`src/rtl/data_sync_tx_arbiter.sv`:
```
// Source-domain controller that round-robin arbitrates NUM_REQ requesters onto one
// unsync_bus/bus_enable pair, holding each word for HOLD_CYCLES and forcing a low gap after it.
module data_sync_tx_arbiter #(
    parameter int unsigned DATA_WIDTH  = 8,
    parameter int unsigned NUM_REQ     = 4,
    parameter int unsigned HOLD_CYCLES = 4,
    parameter int unsigned GAP_CYCLES  = 2
) (
    input  logic                          src_clk,
    input  logic                          src_rst_n,
    input  logic [NUM_REQ-1:0]            req,
    input  logic [NUM_REQ*DATA_WIDTH-1:0] req_data,
    output logic [NUM_REQ-1:0]            grant,
    output logic [DATA_WIDTH-1:0]         unsync_bus,
    output logic                          bus_enable,
    output logic                          busy
);

    localparam int unsigned PTR_W   = (NUM_REQ > 1) ? $clog2(NUM_REQ) : 1;
    localparam int unsigned IDX_W   = PTR_W + 1;
    localparam int unsigned CNT_MAX = (HOLD_CYCLES > GAP_CYCLES) ? HOLD_CYCLES : GAP_CYCLES;
    localparam int unsigned CNT_W   = $clog2(CNT_MAX + 1);

    typedef enum logic [1:0] {
        IDLE = 2'd0,
        HOLD = 2'd1,
        GAP  = 2'd2
    } state_e;

    state_e                 state_q, state_d;
    logic [CNT_W-1:0]       cnt_q, cnt_d;
    logic [PTR_W-1:0]       ptr_q, ptr_d;
    logic [NUM_REQ-1:0]     grant_q, grant_d;
    logic [DATA_WIDTH-1:0]  bus_q, bus_d;
    logic                   en_q, en_d;
    logic                   busy_q, busy_d;

    logic                   win_found;
    logic [PTR_W-1:0]       win_idx;
    logic [IDX_W-1:0]       scan_idx;
    logic [DATA_WIDTH-1:0]  win_data;
    logic [PTR_W-1:0]       ptr_next;

    // Round-robin pick: first set request scanning upward from the pointer, with wrap.
    always_comb begin
        win_found = 1'b0;
        win_idx   = '0;
        scan_idx  = '0;
        for (int unsigned k = 0; k < NUM_REQ; k++) begin
            scan_idx = IDX_W'(ptr_q) + IDX_W'(k);
            if (scan_idx >= IDX_W'(NUM_REQ)) begin
                scan_idx = scan_idx - IDX_W'(NUM_REQ);
            end
            if (!win_found && req[scan_idx[PTR_W-1:0]]) begin
                win_found = 1'b1;
                win_idx   = scan_idx[PTR_W-1:0];
            end
        end
    end

    always_comb begin
        win_data = '0;
        for (int unsigned i = 0; i < NUM_REQ; i++) begin
            if (win_idx == PTR_W'(i)) begin
                win_data = req_data[i*DATA_WIDTH +: DATA_WIDTH];
            end
        end
        ptr_next = (win_idx == PTR_W'(NUM_REQ - 1)) ? '0 : win_idx + PTR_W'(1);
    end

    // Next-state and registered-output logic; bus data only moves on a grant.
    always_comb begin
        state_d = state_q;
        cnt_d   = cnt_q;
        ptr_d   = ptr_q;
        grant_d = '0;
        bus_d   = bus_q;
        en_d    = en_q;

        case (state_q)
            IDLE: begin
                if (win_found) begin
                    bus_d   = win_data;
                    grant_d = NUM_REQ'(1) << win_idx;
                    en_d    = 1'b1;
                    ptr_d   = ptr_next;
                    state_d = HOLD;
                    cnt_d   = CNT_W'(HOLD_CYCLES - 1);
                end
            end
            HOLD: begin
                en_d = 1'b1;
                if (cnt_q == '0) begin
                    en_d    = 1'b0;
                    state_d = GAP;
                    cnt_d   = CNT_W'(GAP_CYCLES - 1);
                end else begin
                    cnt_d = cnt_q - CNT_W'(1);
                end
            end
            GAP: begin
                en_d = 1'b0;
                if (cnt_q == '0) begin
                    state_d = IDLE;
                end else begin
                    cnt_d = cnt_q - CNT_W'(1);
                end
            end
            default: begin
                state_d = IDLE;
                cnt_d   = '0;
                en_d    = 1'b0;
            end
        endcase

        busy_d = (state_d != IDLE);
    end

    always_ff @(posedge src_clk or negedge src_rst_n) begin
        if (!src_rst_n) begin
            state_q <= IDLE;
            cnt_q   <= '0;
            ptr_q   <= '0;
            grant_q <= '0;
            bus_q   <= '0;
            en_q    <= 1'b0;
            busy_q  <= 1'b0;
        end else begin
            state_q <= state_d;
            cnt_q   <= cnt_d;
            ptr_q   <= ptr_d;
            grant_q <= grant_d;
            bus_q   <= bus_d;
            en_q    <= en_d;
            busy_q  <= busy_d;
        end
    end

    assign grant      = grant_q;
    assign unsync_bus = bus_q;
    assign bus_enable = en_q;
    assign busy       = busy_q;

endmodule

```
`config.mk`:
```
export PLATFORM = sky130hd
export DESIGN_NAME = data_sync_tx_arbiter
export DESIGN_NICKNAME = d
export VERILOG_FILES = /design/src/rtl/data_sync_tx_arbiter.sv
export SDC_FILE = /design/constraint.sdc
export NUM_CORES = 1
export LEC_CHECK = 0
export CELL_PAD_IN_SITES_DETAIL_PLACEMENT = 0
export CELL_PAD_IN_SITES_GLOBAL_PLACEMENT = 1
export CORE_MARGIN = 10
export CORE_UTILIZATION = 33
export CTS_BUF_LIST = sky130_fd_sc_hd__clkbuf_8
export CTS_CLUSTER_DIAMETER = 50
export DETAILED_ROUTE_END_ITERATION = 10
export PLACE_DENSITY = 0.91
export SLEW_MARGIN = 20
export SYNTH_ARGS = -nofsm -noshare
export SYNTH_HDL_FRONTEND = slang
export SYNTH_SLANG_ARGS = --single-unit
```
`constraint.sdc`:
```
create_clock -name src_clk -period 2.96 [get_ports src_clk]
set_input_delay 0.444 -clock src_clk [delete_from_list [all_inputs] [get_ports src_clk]]
set_output_delay 0.444 -clock src_clk [all_outputs]
set_load 0.02 [all_outputs]
```
# Yosys cells after proc, flatten, opt, wreduce, memory -nomap -nowiden
# Index checks and enable logic that the tools add are counted.
[totals]
register_bits = 21
input_bits = 38
out_inout_bits = 14
elab_cells = 82
[op_classes]
add_sub_neg = 9
n_lt_le_gt_ge = 8
eq_ne = 7
shifts = 1
n_mux = 38
n_reduce_logical = 12
[op_table]
columns = ["operator", "count"]
rows = [
  ["two-way mux 8 bit", 4],
  ["two-way mux 2 bit", 12],
  ["< comparator 2 x 3 -> 1 bit, second input constant", 4],
  ["two-way mux 1 bit", 10],
  [">= comparator 3 bit, second input constant", 3],
  ["two-way mux 3 bit", 3],
  ["one-hot mux 3 bit (3 select lines)", 1],
  ["binary-select mux 1 bit (select 2 bit)", 4],
  ["two-way mux 4 bit", 2],
  ["subtractor 2 x 1 -> 2 bit, second input constant", 4],
  ["adder 2 x 2 -> 3 bit, second input constant", 2],
  ["equality test 2 bit, second input constant", 3],
  ["one-hot mux 2 bit (3 select lines)", 1],
  ["equality test 2 x 1 -> 1 bit, second input constant", 2],
  ["logical NOT 2 bit", 2],
  ["inequality test 2 bit, second input constant", 2],
  ["AND reduction 2 bit", 2],
  ["left shift 1 x 2 -> 4 bit, first input constant", 1],
  ["adder 2 x 1 -> 3 bit, second input constant", 1],
  [">= comparator 2 x 3 -> 1 bit, second input constant", 1],
  ["logical AND 1 bit", 3],
  ["logical NOT 1 bit", 3],
  ["logical NOT 3 bit", 1],
  ["subtractor 3 x 1 -> 3 bit, second input constant", 1],
  ["3 further kinds", 3],
]

# Longest topological paths before layout
[depth]
word_depth = 19
depth_mapped = 11
depth_no_buf = 9

# Worst setup path after synthesis
# OpenSTA, ideal clock, no wires.
[synth_path]
path_type = "input-to-reg"
from = "in req[2]"
to = "reg bus_q[5] (netlist: unsync_bus[5])"
setup_ns = 0.126
arrival_time_ns = 1.993
required_time_ns = 2.834
setup_slack_ns = 0.841
stages = 9
n_path_buf = 2
path_cell_list = "and3_1 a211oi_1 inv_1 ha_1 clkbuf_2 clkbuf_4 a221oi_1 a211o_1 a31oi_1"
[synth_between]
elab_chain_cells = 17
word_cells_on_any_way = 31
classes_between = "eq/ne: 3; mux: 20; reduce/logical: 8"
[synth_rtl]
columns = ["item", "line_no", "source"]
rows = [
  ["start: declaration", "11", "input logic [NUM_REQ-1:0] req,"],
  ["binary-select mux 1 bit (select 2 bit)", "54", "if (!win_found && req[scan_idx[PTR_W-1:0]]) begin"],
  ["two-way mux 1 bit (implied by the code)", "54", ""],
  ["two-way mux 1 bit", "54", ""],
  ["logical NOT 1 bit", "54", ""],
  ["logical AND 1 bit", "54", ""],
  ["two-way mux 1 bit", "54", ""],
  ["logical NOT 1 bit", "54", ""],
  ["logical AND 1 bit", "54", ""],
  ["two-way mux 1 bit", "54", ""],
  ["logical NOT 1 bit", "54", ""],
  ["logical AND 1 bit", "54", ""],
  ["two-way mux 2 bit", "54", ""],
  ["logical NOT 2 bit", "64", "if (win_idx == PTR_W'(i)) begin"],
  ["two-way mux 8 bit (4 in series)", "64", ""],
  ["end signal: assignment", "133", "bus_q <= bus_d;"],
  ["end: declaration", "34", "logic [DATA_WIDTH-1:0] bus_q, bus_d;"],
]
# Parallel ways exist; a longest one is shown, timed or not. The select of a mux whose other input is x is not followed.
# A chain may end at the register's enable or synchronous reset.

# Worst setup path after layout
[layout_path]
from = "in req[3]"
to = "reg bus_q[4] (netlist: unsync_bus[4])"
# The elaborated chain is that of the path after synthesis.

==> results.md <==
- Status: finished clean
- Clock power frac: 0.106
- Post-Syn Instances: 137
- Met1 GRT Util: 0.124
- Synth area leaders: dfrtp_1, a221oi_1, ha_1
- Root Buffer: clkbuf_8
- Routed wire per std cell: 14.9 µm
- Diode count: 0
- Crit end category: flip-flop
- Worst path buffer plus inverter count: 2
- Fin Clk Skew: 0.00211 ns
- GRT Total Usage: 0.102
- RSZ-0062 raised after global routing: false
- Register area: 526 µm²
- Met2 usage: 0.154
- CP top delay family: compound AO/OA/AOI/OAI gates
- Most common cell after layout, fill and taps aside: clkdlybuf4s50_1
- CP arrival: 2.68 ns
- IO Count: 52
- Most frequent cells in the layout: clkdlybuf4s50_1, dfrtp_1, nor2_1, inv_1, nand2_1
- Final worst path period need: 2.59 ns
- VDD IR max: 0.000469 V
- Row count: 22
- Vias per cell: 4.97
- Final WL: 3430 µm
- Max_cap viols: 0
- Hold Crit Class: reg -> reg
- CTS sink count: 21
- Full die area: 6870 µm²
- Global-route wire length before repair: 6020 µm
- Number of setup buffers added after CTS: 0
- TritonCTS buffer count: 3
- Clk_lat worst skew: 0.25 ns
- Detailed placement HPWL: 2840 µm
- Yosys top cell by area: dfrtp_1
- Die X: 82.9 µm
- 1st-iter DRT viols: 62
- Nets@finish: 228
- # fillers: 359
- CP Class: in -> reg
- Design Area, Final: 1850 µm²
- Vias in the first global route: 1254
- Warning count from the yosys run: 0
- Gate power share: 0.574
- Worst path slowest cell: clkdlybuf4s50_1
- Final period util: 0.874
- Post-synthesis instance area: 1310 µm²
- Dpl cell area: 1800 µm²
- Residual DRC: 0
- Post-route ant nets: 0
- Hold-fix buffers at CTS: 0
- Syn_nets: 181
- Initial antenna violation count: 0
- P_int: 0.000979 W
- Yosys reg bits: 21
- Post-synth EDFFs: 0
- Worst-path cell chain: clkdlybuf4s50_1 > mux2i_1 > a211oi_1 > buf_4 > ha_1 > nor2b_4 > a221oi_1 > a211o_1 > a31oi_1
- Clk buf depth: 2
- Fmax: 387 MHz
- Most used routing layer: met2
- Post-synth cell types: 36
- PD cells: 908 nW/µm²
- Post-synth ARST share: 1.00
- Net Sw Frac: 0.417
- Fin. Hold Viols: 0
- Crit Path Max Fanout: 10
- Crit start category: input port
- Share of the synthesized area in the top cell type: 0.402
- Post-CTS sizing: 0
- Synth-to-Final Area Change: 41.5%
- PortBufs: 51
- Max H-tree Level: 1
- Slowest stage delay, CP: 0.62 ns
- Critical path required time: 3.05 ns
- Seq/Total Area, Yosys: 0.402
- Worst-path clk slew: 0.07 ns
- Share of layout cells above drive strength 1: 0.0546
- Via Count: 1147
- Post-synth top flop: dfrtp_1
- Initial Util: 0.349
- Routability congestion estimate: 0.805
- CTS tree: done
- Flop pwr share: 0.319
- Grt total ovfl: 0
- Met3 GRT Util: 0.0488
- Area of the multi-input gates: 643 µm²
- Worst-margin pin slew: 0.903 ns
- Final setup TNS: 0 ns
- Max-slew headroom: 0.396
- Final setup viols: 0
- Syn_area_per_cell: 9.53 µm²
- 1st-pass router iterations: 6
- P_leak: 0.781 nW
- Core Area: 3740 µm²
- Largest net degree at the start of global routing: 23
- Final Max Tran Viols: 0
- Sw power: 0.000699 W
- DIE HEIGHT: 82.9 µm
[worst paths after layout]
check	cells after the start	endpoint	slack, ns	startpoint
max	9	unsync_bus[4]	0.37	req[3]
min	1	cnt_q[2]	0.56	cnt_q[2]
max reg2reg	8	unsync_bus[4]	0.73	ptr_q[1]
min reg2reg	1	cnt_q[2]	0.56	cnt_q[2]
max in group asynchronous	1	unsync_bus[5]	1.71	src_rst_n
min in group asynchronous	1	bus_enable	0.70	src_rst_n
[cell type report]
cell class | instances | share of cell area
Inverter | 13 | 0.0264
Timing Repair Buffer | 53 | 0.284
Sequential cell | 21 | 0.284
Clock inverter | 1 | 0.00203
Clock buffer | 3 | 0.0223
Tap cell | 48 | 0.0325
Multi-Input combinational cell | 92 | 0.348
[worst register-to-register path, cell delays in order, from the launching register on]
cell and delay, ns:
dfrtp_1 0.44, and3_1 0.19, a211oi_1 0.23, buf_4 0.17
ha_1 0.37, nor2b_4 0.11, a221oi_1 0.32, a211o_1 0.16
a31oi_1 0.09
[registers in the layout (all words and copies together), names as in the netlist]
name,flops
cnt_q,3
state_q,2
grant,4
bus_enable,1
busy,1
unsync_bus,8
ptr_q,2
[power groups by stage]
| stage | sequential [W] | clock [W] | combinational [W] |
|---|---|---|---|
| 2_1_floorplan | 0.000585 | 0 | 0.000637 |
| 3_3_place_gp | 0.000532 | 0 | 0.000947 |
| 3_5_place_dp | 0.000538 | 0 | 0.000977 |
| 4_1_cts | 0.000535 | 0.000184 | 0.000980 |
| 5_1_grt | 0.000558 | 0.000203 | 0.00108 |
| 6_report | 0.000536 | 0.000179 | 0.000963 |
[cell usage after synthesis (all sizes together) (2+ instances only)]
cell type	count
a211o	8
a211oi	3
a21oi	5
a221oi	9
a31oi	8
and2	4
buf	8
clkbuf	2
dfrtp	21
ha	6
inv	13
nand2	10
nand2b	2
nor2	15
nor2b	3
nor3	2
o21ai	4
xnor2	2
[metrics by stage]
stage               hold slack [ns]  power (W)  cells  worst slack, ns  utilization
floorplan                     0.148    0.00122    137            0.841            -
global placement              0.516    0.00148    227            0.162        0.482
detailed placement            0.539    0.00151    227           0.0861        0.482
CTS                           0.556    0.00170    231            0.341        0.494
global route                  0.587    0.00184    231            0.206        0.494
finish                        0.555    0.00168    231            0.374        0.494
[kinds of logic (layout without fill, tap and decap cells)]
family	Yosys count	after routing	synth area share
adders and majority gates	6	6	0.0575
xor gates and xnor gates	2	2	0.0134
DFF	21	21	0.402
AOI/OAI and AO/OA	43	43	0.240
buffers and inverters	24	70	0.105
and+or+nand+nor	39	39	0.165
muxes	2	2	0.0163
[per-layer routing]
metal,routed length [µm],vias up,share of wire
met1,1500,513,0.44
met5,0,-,0
li1,-,578,-
met4,63,0,0.018
met2,1570,48,0.46
met3,299,8,0.087
No activity file was read; power rests on OpenSTA's default activity.
